**src/rtl/fir_coeff_load_ctrl.sv**
```systemverilog
// FIR coefficient reload sequencer: decodes toggle-framed software commands, fills the
// inactive ping-pong coefficient bank and swaps banks only on a FIR frame boundary.
module fir_coeff_load_ctrl #(
    parameter int COEFF_W = 18,
    parameter int N_TAPS  = 256,
    parameter int ADDR_W  = 8
) (
    input  logic               OPB_Clk,
    input  logic               OPB_Rst,
    input  logic [31:0]        reg_data,
    input  logic               frame_sync,
    output logic               coeff_we,
    output logic [ADDR_W-1:0]  coeff_addr,
    output logic [COEFF_W-1:0] coeff_data,
    output logic               coeff_wr_bank,
    output logic               active_bank,
    output logic               busy,
    output logic               load_done,
    output logic               err_seq,
    output logic               err_overrun,
    output logic               err_short,
    output logic [1:0]         dbg_state
);

    typedef enum logic [1:0] {
        ST_IDLE  = 2'd0,
        ST_LOAD  = 2'd1,
        ST_ARMED = 2'd2
    } state_t;

    localparam logic [1:0] OP_NOP    = 2'b00;
    localparam logic [1:0] OP_START  = 2'b01;
    localparam logic [1:0] OP_DATA   = 2'b10;
    localparam logic [1:0] OP_COMMIT = 2'b11;
    localparam logic [ADDR_W:0] TAPS_C = (ADDR_W+1)'(N_TAPS);

    state_t               state_q, state_d;
    logic [ADDR_W:0]      count_q, count_d;
    logic                 active_q, active_d;
    logic                 we_q, we_d;
    logic [ADDR_W-1:0]    addr_q, addr_d;
    logic [COEFF_W-1:0]   data_q, data_d;
    logic                 done_q, done_d;
    logic                 err_seq_q, err_seq_d;
    logic                 err_ovr_q, err_ovr_d;
    logic                 err_short_q, err_short_d;
    logic                 tog_prev_q, tog_prev_d;
    logic                 init_q, init_d;
    logic [2:0]           hdr_q;
    logic [COEFF_W-1:0]   val_q;
    logic                 cmd_valid;
    logic [1:0]           op;
    logic                 unused_reg_bits;

    assign unused_reg_bits = ^reg_data[28:COEFF_W];

    // Register stage is not reset: it must track reg_data through reset so the
    // post-reset init cycle captures the live toggle and never sees a stale edge.
    always_ff @(posedge OPB_Clk) begin
        hdr_q <= reg_data[31:29];
        val_q <= reg_data[COEFF_W-1:0];
    end

    assign op        = hdr_q[1:0];
    assign cmd_valid = !init_q && (hdr_q[2] != tog_prev_q);

    always_comb begin
        state_d     = state_q;
        count_d     = count_q;
        active_d    = active_q;
        we_d        = 1'b0;
        addr_d      = addr_q;
        data_d      = data_q;
        done_d      = 1'b0;
        err_seq_d   = err_seq_q;
        err_ovr_d   = err_ovr_q;
        err_short_d = err_short_q;
        tog_prev_d  = tog_prev_q;
        init_d      = init_q;

        if (init_q) begin
            init_d     = 1'b0;
            tog_prev_d = hdr_q[2];
        end else if (cmd_valid) begin
            tog_prev_d = hdr_q[2];
        end

        case (state_q)
            ST_IDLE: begin
                if (cmd_valid) begin
                    if (op == OP_START) begin
                        state_d     = ST_LOAD;
                        count_d     = '0;
                        err_seq_d   = 1'b0;
                        err_ovr_d   = 1'b0;
                        err_short_d = 1'b0;
                    end else if (op != OP_NOP) begin
                        err_seq_d = 1'b1;
                    end
                end
            end
            ST_LOAD: begin
                if (cmd_valid) begin
                    case (op)
                        OP_DATA: begin
                            if (count_q < TAPS_C) begin
                                we_d    = 1'b1;
                                addr_d  = count_q[ADDR_W-1:0];
                                data_d  = val_q;
                                count_d = count_q + 1'b1;
                            end else begin
                                err_ovr_d = 1'b1;
                            end
                        end
                        OP_START: begin
                            count_d     = '0;
                            err_seq_d   = 1'b0;
                            err_ovr_d   = 1'b0;
                            err_short_d = 1'b0;
                        end
                        OP_COMMIT: begin
                            if (count_q == TAPS_C) begin
                                state_d = ST_ARMED;
                            end else begin
                                err_short_d = 1'b1;
                                state_d     = ST_IDLE;
                                count_d     = '0;
                            end
                        end
                        default: ;
                    endcase
                end
            end
            ST_ARMED: begin
                if (cmd_valid && op != OP_NOP) begin
                    err_seq_d = 1'b1;
                end
                if (frame_sync) begin
                    active_d = ~active_q;
                    done_d   = 1'b1;
                    state_d  = ST_IDLE;
                    count_d  = '0;
                end
            end
            default: state_d = ST_IDLE;
        endcase
    end

    always_ff @(posedge OPB_Clk) begin
        if (OPB_Rst) begin
            state_q     <= ST_IDLE;
            count_q     <= '0;
            active_q    <= 1'b0;
            we_q        <= 1'b0;
            addr_q      <= '0;
            data_q      <= '0;
            done_q      <= 1'b0;
            err_seq_q   <= 1'b0;
            err_ovr_q   <= 1'b0;
            err_short_q <= 1'b0;
            tog_prev_q  <= 1'b0;
            init_q      <= 1'b1;
        end else begin
            state_q     <= state_d;
            count_q     <= count_d;
            active_q    <= active_d;
            we_q        <= we_d;
            addr_q      <= addr_d;
            data_q      <= data_d;
            done_q      <= done_d;
            err_seq_q   <= err_seq_d;
            err_ovr_q   <= err_ovr_d;
            err_short_q <= err_short_d;
            tog_prev_q  <= tog_prev_d;
            init_q      <= init_d;
        end
    end

    assign coeff_we      = we_q;
    assign coeff_addr    = addr_q;
    assign coeff_data    = data_q;
    assign active_bank   = active_q;
    assign coeff_wr_bank = ~active_q;
    assign busy          = (state_q != ST_IDLE);
    assign load_done     = done_q;
    assign err_seq       = err_seq_q;
    assign err_overrun   = err_ovr_q;
    assign err_short     = err_short_q;
    assign dbg_state     = state_q;

endmodule

```
**config.mk**
```make
export PLATFORM = sky130hd
export DESIGN_NAME = fir_coeff_load_ctrl
export DESIGN_NICKNAME = d
export VERILOG_FILES = /design/src/rtl/fir_coeff_load_ctrl.sv
export SDC_FILE = /design/constraint.sdc
export NUM_CORES = 1
export LEC_CHECK = 0
export CAP_MARGIN = 20
export CELL_PAD_IN_SITES_DETAIL_PLACEMENT = 1
export CELL_PAD_IN_SITES_GLOBAL_PLACEMENT = 1
export CORE_UTILIZATION = 27
export DETAILED_ROUTE_END_ITERATION = 16
export PLACE_DENSITY_LB_ADDON = 0.08
export SLEW_MARGIN = 20
export SYNTH_ARGS = -nofsm -noshare
export SYNTH_HDL_FRONTEND = slang
export SYNTH_SLANG_ARGS = --single-unit
```
**constraint.sdc**
```tcl
create_clock -name OPB_Clk -period 2.24 [get_ports OPB_Clk]
set_input_delay 0.448 -clock OPB_Clk [delete_from_list [all_inputs] [get_ports OPB_Clk]]
set_output_delay 0.448 -clock OPB_Clk [all_outputs]
set_load 0.1 [all_outputs]
```
==> flow_summary.ini <==
[setup_path]
setup.worst_path.end = count_q[3]
startpoint_type = register
cp-startpoint = dbg_state[1]
rr_worst_depth = 7
rr_startpoint = dbg_state[1]
crit_path_end_kind = register
r2r_slack_ns = 0.20
criticalPathCategory = register to register
critPathRequiredTime_ns = 2.44
critPathMaxFanout = 5
arrival_ns = 2.24
timing.rr.end = count_q[3]

[die]
die-area_um2 = 10400
io_pins = 71
initial_core_util = 0.277
die_x_um = 102
die_h_um = 102
rows = 36
core_area_um2 = 9730

[logic_synthesis]
synth_async_sr_flop_share = 0
synth_edf_count = 0
synth_top_area_cell = dfxtp_1
ys_types = 48
yosys-top-cells-count = 66 x dfxtp_1, 60 x nand2_1, 31 x mux2i_1
ys_seq_area_frac = 0.491
ys_warn_count = 0
yosys.area.top_type_share = 0.491
synth_simple_gate_area_frac = 0.205
synth.area.mux_share = 0.115
synth.area.top_cells = dfxtp_1 49%, mux2i_1 12%, nand2_1 8.4%
syn-cell-area_um2 = 2690
synthesis.nets = 311
synth_top_flop_cell = dfxtp_1
synthAdderAreaFrac = 0.0279
synth-compound-area-share = 0.102
synth_xor_xnor_area_share = 0.00651
yosysMostFrequentCell = dfxtp_1
ys_ff_latch = 66
synth.avg_cell_area_um2 = 9.97
synth_top_family_by_area = simple AND/OR/NAND/NOR gates
syn_inst = 270

[clocking]
post_cts_resized = 0
htreeDepth = 3
cts_tree = done
clkSinkCount = 66
holdBufCountCts = 0
root_buffer = clkbuf_8
cts_made_buffers = 9
clock_path_buffers = 2
clk_pin_slew_ns = 0.07
clk_latency_ns = 0.34
cts_setup_buffers = 0

[drt]
drt-total-wl_mm = 6.51
routed-via-count = 2148
ant_nets = 0
drtPass1Iterations = 4
drt-wirelength-per-cell_um = 13.7
drt_iter0_drc = 33
drc = 0
via_per_inst = 4.52

[cells_and_area]
final_nets = 378
n_fill_cell = 1153
diodes = 0
final_util = 0.371
layout.cells.non_filler = 475
drive_above_1_share = 0.254
syn2layout_area_growth_pct = 34.1

[sta]
finClkSkew_ns = 0.00714
max_freq_mhz = 490
final.period_utilization = 0.911
setup_viol = 0
worst_pin_slew_ns = 0.715
hold_viol_final = 0
tns_ns = 0
maxSlewViolCount = 0
rsz0062_at_grt = false
hold_slack_ns = 0.444
min_period_ns = 2.04
relSlewSlack = 0.520

[global_route]
groute.usage.overall = 0.139
antenna_found_initial = 0
first_global_vias = 2285
grt-ovfl-total = 0
grt_first_pass_wirelength_mm = 11.0
grt_max_degree = 33

[worst_hold_path]
hold_class = register to register

[placement]
dp_hpwl_mm = 4.50
gp_congestion = 0.755
io_buffers = 59
dp_cells = 459

[flow_run]
drv_cap = 0

[power_and_ir_drop]
power.leakage_uw = 0.00139
vdd_drop_max_mv = 0.282
power_density_nw_per_um2 = 708
power_uw = 2550

[outcome]
status = finished, final reports clean
-- routing by layer --
layer	track usage	vias to the layer above	share of wire
met3	0.0465	8	0.057
met2	0.214	43	0.45
met1	0.176	1031	0.48
met4	0.0626	0	0.015
li1	-	1066	-
met5	0	-	0
-- how the worst min path moves through the flow --
stage                         start  cells after the start             end  slack (ns)
after floorplan           val_q[15]                      2  coeff_data[15]        0.42
after global placement     val_q[1]                      2   coeff_data[1]        0.43
after detailed placement  val_q[16]                      2  coeff_data[16]        0.44
after CTS                  val_q[5]                      2   coeff_data[5]        0.45
after global routing      val_q[10]                      2  coeff_data[10]        0.47
final                      val_q[0]                      2   coeff_data[0]        0.44
-- worst max-delay path, stage by stage (launching register included) --
cell	delay [ns]
dfxtp_4	0.39
inv_4	0.04
ha_1	0.23
and2b_4	0.21
a221o_1	0.36
buf_4	0.17
nor4b_1	0.37
o32ai_2	0.14
-- cell families after synthesis --
logic type,count (synthesis)
mux,31
compound gates,27
buf+inv,27
flops,66
simple gates,111
xor+xnor,2
fa+ha+maj,6
-- registers in the layout (all words and copies together), names as in the netlist --
name	count
coeff_we	1
dbg_state	2
err_overrun	1
load_done	1
err_seq	1
count_q	9
coeff_data	18
val_q	18
coeff_addr	8
hdr_q	3
init_q	1
err_short	1
active_bank	1
tog_prev_q	1
-- stage by stage --
stage / area (µm²) / setup WS (ns)
finish: 3610 / 0.199
global route: 3610 / 0.0849
CTS: 3610 / 0.170
detailed placement: 3420 / 0.0691
global placement: 3420 / 0.0974
floorplan: 2720 / 0.0182
-- layout by cell type (no fill, tap or decap), drive strengths merged, types with 4 or more instances in the layout --
master,synthesis,layout
inv,9,8
nor2,10,10
clkdlybuf4s50,0,23
nand3,7,7
nand2,60,60
mux2i,31,31
ha,6,6
nor3,4,4
clkbuf,10,11
nor4,7,7
or4,4,4
dfxtp,66,66
o32ai,6,6
buf,8,51
-- power breakdown --
part	switching, µW	internal, µW
clock	462	511
sequential	17.7	1200
combinational	215	146
-- final cells by class --
class,count,area (µm²),area share
Timing Repair Buffer,74,638,0.177
Clock inverter,5,55.1,0.0153
Tap cell,133,166,0.0461
Multi-Input combinational cell,177,1250,0.346
Clock buffer,11,131,0.0364
Inverter,9,42.5,0.0118
Sequential cell,66,1330,0.368
No activity file was read; power rests on OpenSTA's default activity.
==> RTL edit 1: new RTL, same settings <==
Add an input register stage for `reg_data`, with the module's reset; this delays it by one clock. The other inputs are not delayed to match.
--- a/src/rtl/fir_coeff_load_ctrl.sv
+++ b/src/rtl/fir_coeff_load_ctrl.sv
@@ -34,6 +34,16 @@
     localparam logic [1:0] OP_COMMIT = 2'b11;
     localparam logic [ADDR_W:0] TAPS_C = (ADDR_W+1)'(N_TAPS);
 
+    logic [31:0] reg_data_q;
+
+    always_ff @(posedge OPB_Clk) begin
+        if (OPB_Rst) begin
+            reg_data_q <= '0;
+        end else begin
+            reg_data_q <= reg_data;
+        end
+    end
+
     state_t               state_q, state_d;
     logic [ADDR_W:0]      count_q, count_d;
     logic                 active_q, active_d;
@@ -52,13 +62,13 @@
     logic [1:0]           op;
     logic                 unused_reg_bits;
 
-    assign unused_reg_bits = ^reg_data[28:COEFF_W];
+    assign unused_reg_bits = ^reg_data_q[28:COEFF_W];
 
     // Register stage is not reset: it must track reg_data through reset so the
     // post-reset init cycle captures the live toggle and never sees a stale edge.
     always_ff @(posedge OPB_Clk) begin
-        hdr_q <= reg_data[31:29];
-        val_q <= reg_data[COEFF_W-1:0];
+        hdr_q <= reg_data_q[31:29];
+        val_q <= reg_data_q[COEFF_W-1:0];
     end
 
     assign op        = hdr_q[1:0];
Behaviour: not the same (Yosys sat finds a counterexample within 4 cycles, from zero or initial values and one cycle with OPB_Rst high).
==> RTL edit 1 against the original RTL <==
Total power rose by 32%; combinational power rose by 95%; wire length rose by 3.8%; synthesized cell count rose by 14%; sequential cell count rose by 21; critical path depth did not move; non-clock buffer count fell by 3; area after synthesis rose by 11%; setup slack improved by 47 ps; die area rose by 11%; via count rose by 7.0%; sequential power rose by 34%; clock power rose by 5%; design area rose by 8.7%; largest power group unchanged.
==> RTL edit 1: results (changes against the original RTL) <==
Outcome
  • Status: finished clean

Final layout
  • Clock buf/inv share: 4.654% (-0.51 points)
  • Storage cell area: 1744 sq um (+31%)
  • Fraction of area in multi-input gates: 29.49% (-5.1 points)
  • #MultiIn Comb: 197 (+11%)
  • Signal inverters: 8 (-1)
  • Non-clock buffer total of the final layout: 71 (-4.1%)

Routing
  • Routed length per instance: 13.03 microns (-5.0%)
  • Via/cell ratio: 4.430 (-2.0%)

Power and ir drop
  • P_sw: 1.052 mW (+51%)
  • Peak VDD IR: 0.2925 mV (+3.9%)
  • Pleak: 1.486 nW (+7.3%)

Worst setup path
  • Worst Setup SP: dbg_state[0]$_SDFFE_PP0P_
  • Reg2reg setup slack: 250 ps (+50 ps)
  • Critical Path AT: 2290 ps (+50 ps)

Logic synthesis
  • Synth top area cells: dfxtp_1 (58%), nand2_1 (8.0%), a21oi_1 (5.7%), nor2b_1 (5.0%), ha_1 (2.5%)
  • Netlist cell types: 35 (-27%)
  • Register area share after synthesis: 58.15% (+9.1 points)

Clock network
  • Worst-Skew Late Latency: 360 ps (+20 ps)
  • Worst-path clk slew: 100 ps (+30 ps)

Global route
  • Vias in the first global route: 2405 (+5.3%)
  • Largest net degree at the start of global routing: 35 (+6.1%)
  • First-pass GRT wire length: 11270 microns (+2.3%)

STA
  • Period utilisation layout: 89.00% (-2.1 points)
  • Worst Tran Pin Value: 566.9 ps (-147.7 ps)

Placement
  • GPL Wtd Cong: 0.6781 (-10%)
  • Pre-CTS setup slack: 1.934 ps (-67.19 ps)

Hold path
  • WHS Path Cells: 0 (-2)
  • Hold path endpoint: val_q[16]$_DFF_P_
-- RTL edit 1: cell families after synthesis --
family	synth area share [%]
simple gates	22.72
compound gates	11.74
mux	0.6684
xor+xnor	0.8356
buf+inv	3.384
fa+ha+maj	2.506
flops	58.15
-- RTL edit 1: per-layer routing --
metal  track usage, %  routed length (microns)  up-vias
met3            4.479                      368       11
met2            21.06                     3208       39
li1                 -                        -     1165
met1            14.51                     3065     1084
met5                0                        0        -
met4            6.262                      122        0
-- RTL edit 1: worst max-delay path, cell delays in order (launching register included) --
cell     delay [ps]
dfxtp_2         380
inv_1            70
ha_1            300
nor4_2          410
nor3_1          100
buf_4           160
nor3_4          330
a32o_1          180
-- RTL edit 1: power groups by stage --
stage	combinational (mW)	sequential [mW]	clock, mW
2_1_floorplan	0.388	1.78	0
3_3_place_gp	0.704	1.67	0
3_5_place_dp	0.702	1.67	0
4_1_cts	0.705	1.64	1.09
5_1_grt	0.761	1.64	1.13
6_report	0.704	1.63	1.02
==> RTL edit 2: new RTL, same settings <==
Made on the original files. The parameter `ADDR_W` goes from 8 to 9.
--- a/src/rtl/fir_coeff_load_ctrl.sv
+++ b/src/rtl/fir_coeff_load_ctrl.sv
@@ -3,7 +3,7 @@
 module fir_coeff_load_ctrl #(
     parameter int COEFF_W = 18,
     parameter int N_TAPS  = 256,
-    parameter int ADDR_W  = 8
+    parameter int ADDR_W  = 9
 ) (
     input  logic               OPB_Clk,
     input  logic               OPB_Rst,
Interface: changed (resized coeff_addr); port bits go from 71 to 72. The function was not compared with the original's and may differ.
==> RTL edit 2 against the original RTL <==
Die area down 6.9%; largest cell class unchanged; sequential cell count up 2; clock skew up 5.8 ps; design area down 6.1%; wire length down 3.7%; setup slack worse by 35 ps; critical path type unchanged; area after synthesis down 7.1%.
Power is not compared: it rests on default switching activity, and its combinational part moved more than twofold at a synthesized area within 25%.
==> RTL edit 2: results (changes against the original RTL) <==
Hold path
  • Hold Startpoint: OPB_Rst
  • Hold path endpoint: init_q$_DFF_P_

Outcome
  • Status: finished clean

Global route
  • Vias in the first global route: 2126 (-7.0%)
  • Largest net degree at the start of global routing: 29 (-12%)
  • First-pass GRT wire length: 10490 microns (-4.8%)

Worst setup path
  • CP max stage cell: or4_1
  • Critical path's largest stage delay: 580 ps (+190 ps)
  • Reg2reg setup slack: 160 ps (-40 ps)
  • Critical Path AT: 2290 ps (+50 ps)

Logic synthesis
  • Post-synth top cells: dfxtp_1 (68), nand2_1 (59), a21oi_1 (33)
  • Post-Syn Nets: 312 (+0.32%)
  • Register area share after synthesis: 54.43% (+5.3 points)

Final layout
  • Storage cell area: 1364 sq um (+2.6%)
  • FF+latch count: 68 (+3.0%)
  • Fraction of area in multi-input gates: 30.32% (-4.2 points)
  • Non-clock buffer total of the final layout: 73 (-1.4%)
  • Layout Nets: 385 (+1.9%)
  • Signal inverters: 10 (+1)
  • Share of cells above drive strength 1: 22.64% (-2.8 points)

Placement
  • Placed insts: 441 (-3.9%)

Routing
  • Met3 WL: 360 microns (-3.0%)
  • Met2 routed WL: 2913 microns (-0.55%)
  • First DRT Iteration DRCs: 80 (+140%)
  • Final WL: 6272 microns (-3.7%)

STA
  • Clock Skews: 12.99 ps (+5.848 ps)
  • Worst Tran Pin Value: 607.9 ps (-106.6 ps)
RTL edit 2: cell types whose count changed in the layout (fill, tap and decap cells not counted), moves of 6 or more:
cell	change
a21oi_1	+31
mux2i_1	-30
nor2_1	+8
nor4_1	-6
o21ai_1	+6
o32ai_2	-6
RTL edit 2: stage by stage:
stage               instance area [sq um]  total power, mW  util [%]  hold slack, ps
global route                         3388            2.544     38.29           274.0
global placement                     3189            1.440     36.04           420.5
detailed placement                   3189            1.441     36.04           429.4
finish                               3388            2.425     38.29           283.8
floorplan                            2504            1.369         -           415.1
CTS                                  3388            2.473     38.29           269.5
RTL edit 2: cell families (layout without fill, tap and decap cells):
group	Yosys count	after routing	share of synthesized area, %
simple gates	110	110	21.01
flops	68	68	54.43
compound gates	63	63	15.96
buf+inv	21	99	4.502
fa+ha+maj	6	6	3.001
xor+xnor	2	2	0.7005
mux	1	1	0.4002
